--- src/rtl/accum_compare_seq.sv ---
// accum_compare_seq
// Sequencing controller for the accumulate-and-compare datapath. A start
// request clears the accumulator, adds n_ops operands from consecutive RAM
// addresses, lets the comparator settle, and reports small/large with a
// one-cycle done pulse. All datapath strobes are Moore-decoded from state.
// rd_addr is a zero-extension of the CNT_W-bit index, so ADDR_W >= CNT_W.

module accum_compare_seq #(
    parameter int CNT_W  = 4,
    parameter int ADDR_W = 4
) (
    input  logic              CLK,
    input  logic              reset,
    input  logic              start,
    input  logic [CNT_W-1:0]  n_ops,
    input  logic              x,
    output logic              clr,
    output logic              we,
    output logic              s,
    output logic [ADDR_W-1:0] rd_addr,
    output logic              busy,
    output logic              done,
    output logic              result
);

    typedef enum logic [2:0] {
        IDLE  = 3'd0,
        CLEAR = 3'd1,
        ADD   = 3'd2,
        COMP  = 3'd3,
        SMALL = 3'd4,
        LARGE = 3'd5
    } state_t;

    state_t           state, state_next;
    logic [CNT_W-1:0] idx, idx_next;
    logic [CNT_W-1:0] cnt, cnt_next;
    logic             result_q, result_next;

    // State, operand index, captured count and result register; reset aborts any run
    always_ff @(posedge CLK or negedge reset) begin
        if (!reset) begin
            state    <= IDLE;
            idx      <= '0;
            cnt      <= '0;
            result_q <= 1'b0;
        end else begin
            state    <= state_next;
            idx      <= idx_next;
            cnt      <= cnt_next;
            result_q <= result_next;
        end
    end

    // Next-state logic: count is captured only on an accepted start, so n_ops is ignored while busy
    always_comb begin
        state_next  = state;
        idx_next    = idx;
        cnt_next    = cnt;
        result_next = result_q;
        case (state)
            IDLE: begin
                if (start) begin
                    cnt_next   = n_ops;
                    idx_next   = '0;
                    state_next = CLEAR;
                end
            end
            CLEAR: begin
                state_next = (cnt != '0) ? ADD : COMP;
            end
            ADD: begin
                if (idx == cnt - 1'b1) begin
                    state_next = COMP;
                end else begin
                    idx_next = idx + 1'b1;
                end
            end
            COMP: begin
                result_next = x;
                state_next  = x ? SMALL : LARGE;
            end
            SMALL, LARGE: begin
                state_next = IDLE;
            end
            default: begin
                state_next = IDLE;
            end
        endcase
    end

    // Moore output decode; rd_addr only carries the index while operands are being read
    always_comb begin
        clr     = 1'b0;
        we      = 1'b0;
        s       = 1'b0;
        busy    = 1'b0;
        done    = 1'b0;
        rd_addr = '0;
        case (state)
            CLEAR: begin
                clr  = 1'b1;
                busy = 1'b1;
            end
            ADD: begin
                we                  = 1'b1;
                busy                = 1'b1;
                rd_addr[CNT_W-1:0]  = idx;
            end
            COMP: begin
                s    = 1'b1;
                busy = 1'b1;
            end
            SMALL, LARGE: begin
                done = 1'b1;
                busy = 1'b1;
            end
            default: begin
                busy = 1'b0;
            end
        endcase
    end

    assign result = result_q;

endmodule

--- config.mk ---
export PLATFORM = sky130hd
export DESIGN_NAME = accum_compare_seq
export DESIGN_NICKNAME = d
export VERILOG_FILES = /design/src/rtl/accum_compare_seq.sv
export SDC_FILE = /design/constraint.sdc
export NUM_CORES = 1
export LEC_CHECK = 0
export CAP_MARGIN = 25
export CELL_PAD_IN_SITES_DETAIL_PLACEMENT = 0
export CELL_PAD_IN_SITES_GLOBAL_PLACEMENT = 2
export CORE_ASPECT_RATIO = 1.1
export CORE_MARGIN = 2
export CORE_UTILIZATION = 25
export DETAILED_ROUTE_END_ITERATION = 7
export HOLD_SLACK_MARGIN = 0.08
export PLACE_DENSITY = 0.67
export SLEW_MARGIN = 20
export SYNTH_ARGS = -nofsm -noshare
export SYNTH_HDL_FRONTEND = slang
export SYNTH_SLANG_ARGS = --single-unit
export TNS_END_PERCENT = 50
--- constraint.sdc ---
create_clock -name CLK -period 2.2 [get_ports CLK]
set_input_delay 0.66 -clock CLK [delete_from_list [all_inputs] [get_ports CLK]]
set_output_delay 0.66 -clock CLK [all_outputs]
set_load 0.1 [all_outputs]
==> impl_results.md, run 1 <==
- Cells after synthesis: 70
- Post-synth ARST share: 100.0%
- CTS tree: yes
- Crit path launch: state[2]
- DRT Pass-1 Iters: 4
- Starting density of the core: 26.38%
- Startpoint types: register
- Synth Area per Inst: between 10 and 15 µm²
- H-tree Lvls: 1
- Fin crit share: a little over nine tenths
- Maxcap violations: 0
- Post-synth top cells: 12 x dfrtp_1, 4 x and2_1, 4 x mux2_2, 4 x nor2b_1
- Most common cell in the netlist: dfrtp_1
- Num CTS Buffers: 3
- Post-layout min period: between 2 and 2.5 ns
- Warnings, synthesis: 0
- Post-route setup TNS: 0 ns
- Actual slew at the worst max-slew pin: between 0.5 and 0.6 ns
- Setup-failing EPs final: 0
- Antenna Cells: 0
- Initial DRC count: 6
- Chip width: 55.86 µm
- IO Count: 18
- Rows: 20
- Vias in the first global route: 573
- CTS clock-pin slew for the worst setup and hold paths: 0.07 ns
- Max-slew headroom: about three fifths
- Hold buffers post-CTS: 0
- Hold Startpoint: result
- Final hold vios: 0
- Gr usage total: 10.61%
- Clock sinks: 12
- Multi-input gate area: ~430 µm²
- Post-DR vias/cell: 4.605
- Clk_skew: 0.001302 ns
- Slew Limit Fails: 0
- Post-route DRC: 0
- Outcome: complete, no violations
- Crit path DAT: 1.48 ns
- Leading area contributor after synthesis: dfrtp_1
- Gpl congestion: 0.6815
- Min Hold Slack: 0.5215 ns
- Synthesized cell area: 739.5 µm²
- Fmax achieved: 466.7 MHz
- Synth top area cells: dfrtp_1 41%, mux2_2 6.1%, ha_1 5.1%
- Antenna Nets Post-Route: 0
- Post-synth EDFFs: 0
- Initial antenna violation count: 0
- Layout fillers: approximately 280
- Via Count: 594
- Die boundary height: 61.04 µm
- Register area: 300.3 µm²
- Largest net degree at the start of global routing: 13
- Cell area after layout: 1132 µm²
- Area after DPL: ~1100 µm²
- Post-Syn Nets: between 80 and 90
- Root Driver: clkbuf_4
- Post-synthesis sequential area ratio: 40.61%
- Post-synth top flop: dfrtp_1
- Worst hold path type: register to register
- Maximum root-to-sink buffer count: 2
- WL/cell: ~12 µm
- Reg2Reg Launch Point: cnt[0]
- Routed WL: 1.583 mm
- Post-synthesis cell type count: 35
- IO Port Bufs: 17
- Area share of the largest cell type after synthesis: approximately 41%
- Critical path endpoint category: output port
- Crit Path Category: register to output port
- HPWL after DPL: 1.242 mm
- CP Max Fanout: 8
- GRT overflow: 0
- Layout Nets: 109
- Worst-Skew Late Latency: between 0.2 and 0.3 ns
- Die ar.: 3409 µm²
- Core area: 2803 µm²
- Register bit total from synthesis: 12
- Share of cells above drive strength 1: 41.67%
- Global-route wire length before repair: about 2.7 mm
- Critical path required time: about 1.5 ns
- Synthesis-to-layout area growth: 53.13%
-- layer usage --
| layer | part of all wire, % | GRT usage, % |
|---|---|---|
| met5 | 0 | 0 |
| met3 | 3.9 | 1.891 |
| met4 | 1.2 | 7.143 |
| met2 | 51 | 17.69 |
| met1 | 44 | 12.89 |
-- worst max-delay path: stages (launching register included) --
cell      delay [ns]
dfrtp_1         0.38
or3b_4          0.42
clkinv_4        0.08
and2_2          0.16
buf_12          0.17
-- flip-flops by register name, indices dropped and copies added (netlist names) --
register / cells
state: 3
result: 1
idx: 4
cnt: 4
-- path summary, 6_finish.rpt --
| kind | to | slack [ns] | cells after the start |
|---|---|---|---|
| setup / recovery | rd_addr[3] | 0.06 | 4 |
| hold / removal | result | 0.52 | 1 |
| setup reg to reg | state[0] | 0.36 | 7 |
| hold reg to reg | result | 0.52 | 1 |
| max in group asynchronous | idx[2] | 1.06 | 1 |
| min in group asynchronous | idx[3] | 0.76 | 1 |
-- cell type report --
type,count,share of cell area [%]
multi-input cells,52,38.01
repair buffers,25,28.07
flip-flops and latches,12,26.52
well taps,33,3.646
clock buffers,3,1.989
inverters,4,1.768
-- through the flow --
step                      worst slack (ns)  std cells  util (%)
after floorplan                    -0.3096         70         -
after global placement             0.08350        123     38.71
after detailed placement           0.03931        123     38.71
after CTS                         0.008395        127     39.87
after global routing             -0.006920        129     40.40
final                              0.05744        129     40.40
-- timing repair --
action                                  in CTS  in global routing
endpoints found under the setup margin       4                  4
pin swaps                                    1                  1
hold endpoints to repair                     0                  0
resized for setup                            1                  0
setup buffers                                1                  2
-- kinds of logic (layout without fill, tap and decap cells) --
logic type               Yosys count  in the layout  synth area share (%)
multiplexers                       6              6                 9.474
AO/OA/AOI/OAI                     10             10                 11.00
buffers and inverters              6             32                 3.722
flip-flops                        12             12                 40.61
XOR/XNOR                           4              4                 4.739
adder cells (fa/ha/maj)            3              3                 5.077
AND/OR/NAND/NOR                   29             29                 25.38
-- placed cells by master (no fill, tap or decap), types with 2 or more instances in the layout --
cell type,n
o21ai_0,2
nor2b_1,4
nor3b_2,2
clkbuf_4,3
ha_1,3
inv_1,3
dfrtp_1,12
clkdlybuf4s50_1,7
and3b_1,2
nor3_1,2
nand2_1,3
mux2_2,4
nor3b_1,2
xor2_1,3
buf_12,9
and2_2,2
a21oi_1,2
buf_4,9
and2_4,2
Power of run 1 is not shown: default switching activity piles up to over one toggle a cycle in this logic, so the estimate is an artifact.
==> inputs of run 2 (changes only) <==
Settings changed: CORE_MARGIN 2 to default.
Clock period 2.2 ns to 2.37 ns, I/O delays scaled along.
==> run 2 against run 1 <==
Effect of this change:
- first-iteration DRC count rose to 3.3 times the previous value
- cell count fell by 2.3%
- sequential share of layout area grew 0.39 points
- clock-buffer cell count up 1
- worst hold slack got worse by 0.0048 ns
- critical path type unchanged
==> impl_results.md, run 2 (same netlist as run 1, synthesis figures left out) <==
- Outcome: complete, no violations (unchanged)
- Gr usage total: 12.15% (was 10.61%)
- Rows: 20 (unchanged)
- Antenna Cells: 0 (unchanged)
- HPWL after DPL: 1.199 mm (was 1.242 mm)
- Post-layout min period: 2.234 ns
- Max-slew headroom: 62.78% (was 60.88%)
- Actual slew at the worst max-slew pin: 0.5566 ns (was 0.5850 ns)
- IO Port Bufs: 17 (unchanged)
- CTS clock-pin slew for the worst setup and hold paths: 0.08 ns (was 0.07 ns)
- Final hold vios: 0 (unchanged)
- Core area: 2778 µm² (was 2803 µm²)
- Critical path endpoint category: output port (unchanged)
- Hold-critical path depth: 1 (unchanged)
- Clock sinks: 12 (unchanged)
- Gpl congestion: 0.7775 (was 0.6815)
- Layout fillers: 270 (was 283)
- Post-CTS setup buffers: 0 (was 1)
- Critical path required time: 1.66 ns (was 1.54 ns)
- Crit Path Category: register to output port (unchanged)
- Worst hold path type: register to register (unchanged)
- Post-DR vias/cell: 4.532 (was 4.605)
- Layout Nets: 105 (was 109)
- Worst-Skew Late Latency: 0.27 ns (about the same)
- H-tree Lvls: 1 (unchanged)
- CP Max Fanout: 8 (unchanged)
- Via Count: 571 (was 594)
- Post-route DRC: 0 (unchanged)
- Maxcap violations: 0 (unchanged)
- Unrepaired setup endpoints after global routing: false
- Share of cells above drive strength 1: 39.78% (was 41.67%)
- Die ar.: 3180 µm² (was 3409 µm²)
- Clk_skew: 0.001247 ns (was 0.001302 ns)
- Setup-failing EPs final: 0 (unchanged)
- Root Driver: clkbuf_4 (unchanged)
- FF-to-FF path depth: 7 (unchanged)
- Largest net degree at the start of global routing: 13 (unchanged)
- Initial DRC count: 20 (was 6)
- Most Crowded Layer GR: met2 (unchanged)
- Max stage delay cell, worst path: or3b_4 (unchanged)
- Hold buffers post-CTS: 0 (unchanged)
- Critical path cell sequence: or3b_4 -> clkinv_4 -> and2_2 -> buf_12 (unchanged)
- Vias in the first global route: 597 (was 573)
- Global-route met2 utilization: 19.05% (was 17.69%)
- Slew Limit Fails: 0 (unchanged)
- Routed WL: 1.514 mm (was 1.583 mm)
- Commonest non-fill, non-tap cell in the layout: dfrtp_1 (unchanged)
- DRT Pass-1 Iters: 4 (unchanged)
- Min Hold Slack: 0.5167 ns (was 0.5215 ns)
- Die boundary height: 59.04 µm (was 61.04 µm)
- Antenna Nets Post-Route: 0 (unchanged)
- Largest regs: cnt x4, idx x4, state x3 (unchanged)
- GR Util met1: 15.38% (was 12.89%)
- GRT overflow: 0 (unchanged)
- Initial antenna violation count: 0 (unchanged)
- Synthesis-to-layout area growth: 50.93% (was 53.13%)
- Starting density of the core: 26.62% (was 26.38%)
- WL/cell: 12.02 µm (was 12.27 µm)
- Startpoint types: register (unchanged)
- Maximum root-to-sink buffer count: 2 (unchanged)
- Crit path DAT: 1.52 ns (was 1.48 ns)
- Chip width: 53.86 µm (was 55.86 µm)
- CTS tree: yes (unchanged)
- Global-route wire length before repair: 2.704 mm (unchanged)
- GR Util met3: 2.308% (was 1.891%)
- Most frequent cells in the layout: 12 x dfrtp_1, 9 x buf_12, 7 x clkdlybuf4s50_1, 5 x buf_4 (was 12 x dfrtp_1, 9 x buf_12, 9 x buf_4, 7 x clkdlybuf4s50_1)
- CP max stage delay: 0.44 ns (was 0.42 ns)
- Fin crit share: between 90% and 100%
- Num CTS Buffers: 3 (unchanged)
- Fmax achieved: ~450 MHz
- IO Count: 18 (unchanged)
run 2: cell count changes in the layout (fill, tap and decap cells not counted), sizes merged:
cell	change
buf	-4
clkbuf	+1
run 2: metrics by stage:
step	cells	setup slack [ns]	util (%)	cell area [µm²]	setup TNS (ns)
global route	126	0.05620	40.18	1116	0
floorplan	70	-0.1906	-	760.7	-0.3511
global placement	122	0.1368	38.78	1077	0
detailed placement	122	0.1027	38.78	1077	0
finish	126	0.1359	40.18	1116	0
CTS	126	0.04641	40.09	1114	0
run 2: critical path, delay by kind of cell, from the launching register on:
kind / cells / cell delay [ns]
DFF: 1 / 0.38
buffers and inverters: 2 / 0.27
and+or+nand+nor: 2 / 0.61
run 2: worst paths after layout:
check	slack, ns	startpoint	end
min in group asynchronous	0.80	reset	cnt[1]
worst min register to register	0.52	result	result
worst min-delay path	0.52	result	result
max in group asynchronous	1.21	reset	state[1]
worst max register to register	0.53	cnt[0]	state[0]
worst max-delay path	0.14	state[2]	rd_addr[3]
run 2: layout make-up:
type                    instances  area (µm²)  share of cell area (%)
inverters                       4       20.02                   1.794
flip-flops and latches         12       300.3                   26.91
well taps                      33       41.29                   3.700
clock buffers                   4       36.28                   3.251
repair buffers                 21       287.8                   25.78
multi-input cells              52       430.4                   38.57
run 2: timing repair:
item,in CTS,in global routing
endpoints found under the hold margin,0,0
setup endpoints to repair,0,4
gates resized for setup,0,1
run 2: per-layer routing:
metal	share of wire [%]	routed length, µm	vias to the layer above
met5	0	0	-
met4	1.1	17	0
met3	3.0	46	2
met2	49	748	10
met1	46	701	268
li1	-	-	291
Power of run 2 is left out for the same reason.
==> inputs of run 3 (changes only) <==
Settings changed: SETUP_SLACK_MARGIN from default to 0.4, SLEW_MARGIN 20 to 0.
==> run 3 against run 2 <==
Effect of this change:
- design area increased by 2.6%
- global-route usage decreased by 0.50 points
- routed wire length increased by 2.0%
- sequential cell count unchanged
- die area unchanged
- register-to-register slack got worse by 0.02 ns
- worst hold slack got worse by 0.0043 ns
- utilization increased by 1.0 points
- non-clock buffer count increased by 3
- critical path type unchanged
==> impl_results.md, run 3 (same netlist as run 1, synthesis figures left out) <==
- Initial antenna violation count: 0 (unchanged)
- Maximum root-to-sink buffer count: 2 (unchanged)
- Critical path endpoint category: output port (unchanged)
- Share of cells above drive strength 1: 43.16% (was 39.78%)
- Post-route DRC: 0 (unchanged)
- Largest net degree at the start of global routing: 13 (unchanged)
- Synthesis-to-layout area growth: 54.82% (was 50.93%)
- Met3 Wirelength: 72 µm (was 46 µm)
- Startpoint types: register (unchanged)
- Num CTS Buffers: 3 (unchanged)
- Max-slew headroom: 61.70% (was 62.78%)
- Maxcap violations: 0 (unchanged)
- Antenna Nets Post-Route: 0 (unchanged)
- Commonest non-fill, non-tap cell in the layout: dfrtp_1 (unchanged)
- Largest regs: cnt x4, idx x4, state x3 (unchanged)
- Min Hold Slack: 0.5124 ns (was 0.5167 ns)
- Critical path required time: 1.66 ns (about the same)
- Rows: 20 (unchanged)
- Top sig layer: met4 (unchanged)
- DRT Pass-1 Iters: 2 (was 4)
- Routed WL: 1.544 mm (was 1.514 mm)
- Core area: 2778 µm² (unchanged)
- Crit Path Category: register to output port (unchanged)
- Gr usage total: 11.65% (was 12.15%)
- HPWL after DPL: 1.167 mm (was 1.199 mm)
- Inst Count DP: 121 (was 122)
- Metal-1 WL: 691 µm (was 701 µm)
- CP max stage delay: 0.42 ns (was 0.44 ns)
- Fin crit share: 93.18% (was 94.27%)
- Unrepaired setup endpoints after global routing: true (was false)
- Global-route wire length before repair: 2.580 mm (was 2.704 mm)
- Worst hold path type: register to register (unchanged)
- Most frequent cells in the layout: 11 x dfrtp_1, 9 x buf_12, 8 x buf_4, 7 x clkdlybuf4s50_1 (was 12 x dfrtp_1, 9 x buf_12, 7 x clkdlybuf4s50_1, 5 x buf_4)
- Slew Limit Fails: 0 (unchanged)
- WL/cell: 12.06 µm (was 12.02 µm)
- Actual slew at the worst max-slew pin: 0.5727 ns (was 0.5566 ns)
- Chip width: 53.86 µm (unchanged)
- Starting density of the core: 26.62% (unchanged)
- GRT overflow: 0 (unchanged)
- H-tree Lvls: 1 (unchanged)
- Post-route setup TNS: 0 ns (unchanged)
- Largest delay share family, worst path: simple AND/OR/NAND/NOR gates (unchanged)
- Met2 WL: 751 µm (was 748 µm)
- IO Count: 18 (unchanged)
- Clk_skew: 0.003774 ns (was 0.001247 ns)
- Post-layout min period: 2.208 ns (was 2.234 ns)
- Vias in the first global route: 557 (was 597)
- IO Port Bufs: 17 (unchanged)
- Clock sinks: 12 (unchanged)
- Root Driver: clkbuf_4 (unchanged)
- Via Count: 593 (was 571)
- Setup-failing EPs final: 0 (unchanged)
- Final non-filler cell total: 128 (was 126)
- Die ar.: 3180 µm² (unchanged)
- Critical path cell sequence: or3b_4 -> clkinv_8 -> and2_4 -> buf_12 (was or3b_4 -> clkinv_4 -> and2_2 -> buf_12)
- Outcome: complete, no violations (unchanged)
- CP Max Fanout: 8 (unchanged)
- Gpl congestion: 0.6478 (was 0.7775)
- Layout Nets: 108 (was 105)
- Antenna Cells: 0 (unchanged)
- Crit path DAT: 1.50 ns (was 1.52 ns)
- CP bufs+invs: 2 (unchanged)
- Die boundary height: 59.04 µm (unchanged)
- Final hold vios: 0 (unchanged)
- Max stage delay cell, worst path: or3b_4 (unchanged)
- CTS clock-pin slew for the worst setup and hold paths: 0.07 ns (was 0.08 ns)
- Initial DRC count: 6 (was 20)
- Fmax achieved: 452.8 MHz (was 447.6 MHz)
- Worst-Skew Late Latency: 0.28 ns (was 0.27 ns)
- CTS tree: yes (unchanged)
- Post-DR vias/cell: 4.633 (was 4.532)
run 3: worst reg2reg max path, delay by kind of cell, from the launching register on:
kind / cells / cell delay [ns]
fa+ha+maj: 1 / 0.18
mux: 1 / 0.32
flops: 1 / 0.39
buf+inv: 1 / 0.13
xor+xnor: 2 / 0.34
compound gates: 2 / 0.41
run 3: area by class of cell:
| class | instances | area, µm² |
|---|---|---|
| multi-input combinational | 52 | 441.7 |
| timing repair buffer | 24 | 310.3 |
| inverter | 4 | 27.53 |
| fill | 274 | 1633 |
| tap | 33 | 41.29 |
| clock buffer | 3 | 22.52 |
| sequential | 12 | 301.5 |
run 3: what timing repair did:
| item | CTS | global route |
|---|---|---|
| resized for setup | 1 | 0 |
| hold buffers | 0 | 0 |
| setup endpoints to repair | 8 | 8 |
| setup buffers | 3 | 1 |
| pin swaps | 1 | 0 |
run 3: path summary, 6_finish.rpt:
path	startpoint	endpoint	slack (ns)	cells after the start
worst min register to register	result	result	0.51	1
max in group asynchronous	reset	state[0]	1.16	1
worst min-delay path	result	result	0.51	1
worst max-delay path	state[0]	rd_addr[1]	0.16	4
worst max register to register	cnt[0]	state[0]	0.51	7
min in group asynchronous	reset	cnt[2]	0.80	1
run 3: routing by layer:
| metal | vias up | global-route usage (%) |
|---|---|---|
| met5 | - | 0 |
| met4 | 0 | 6.767 |
| met3 | 3 | 2.308 |
| met2 | 14 | 18.17 |
| met1 | 275 | 14.65 |
| li1 | 301 | - |
run 3: metrics by stage:
step	area [µm²]	util, %	setup WS (ns)
CTS	1137	40.95	0.1411
global placement	1091	39.28	0.2208
finish	1145	41.22	0.1617
detailed placement	1091	39.28	0.2181
floorplan	788.3	-	0.2582
global route	1145	41.22	0.1242
Power of run 3 is left out for the same reason.
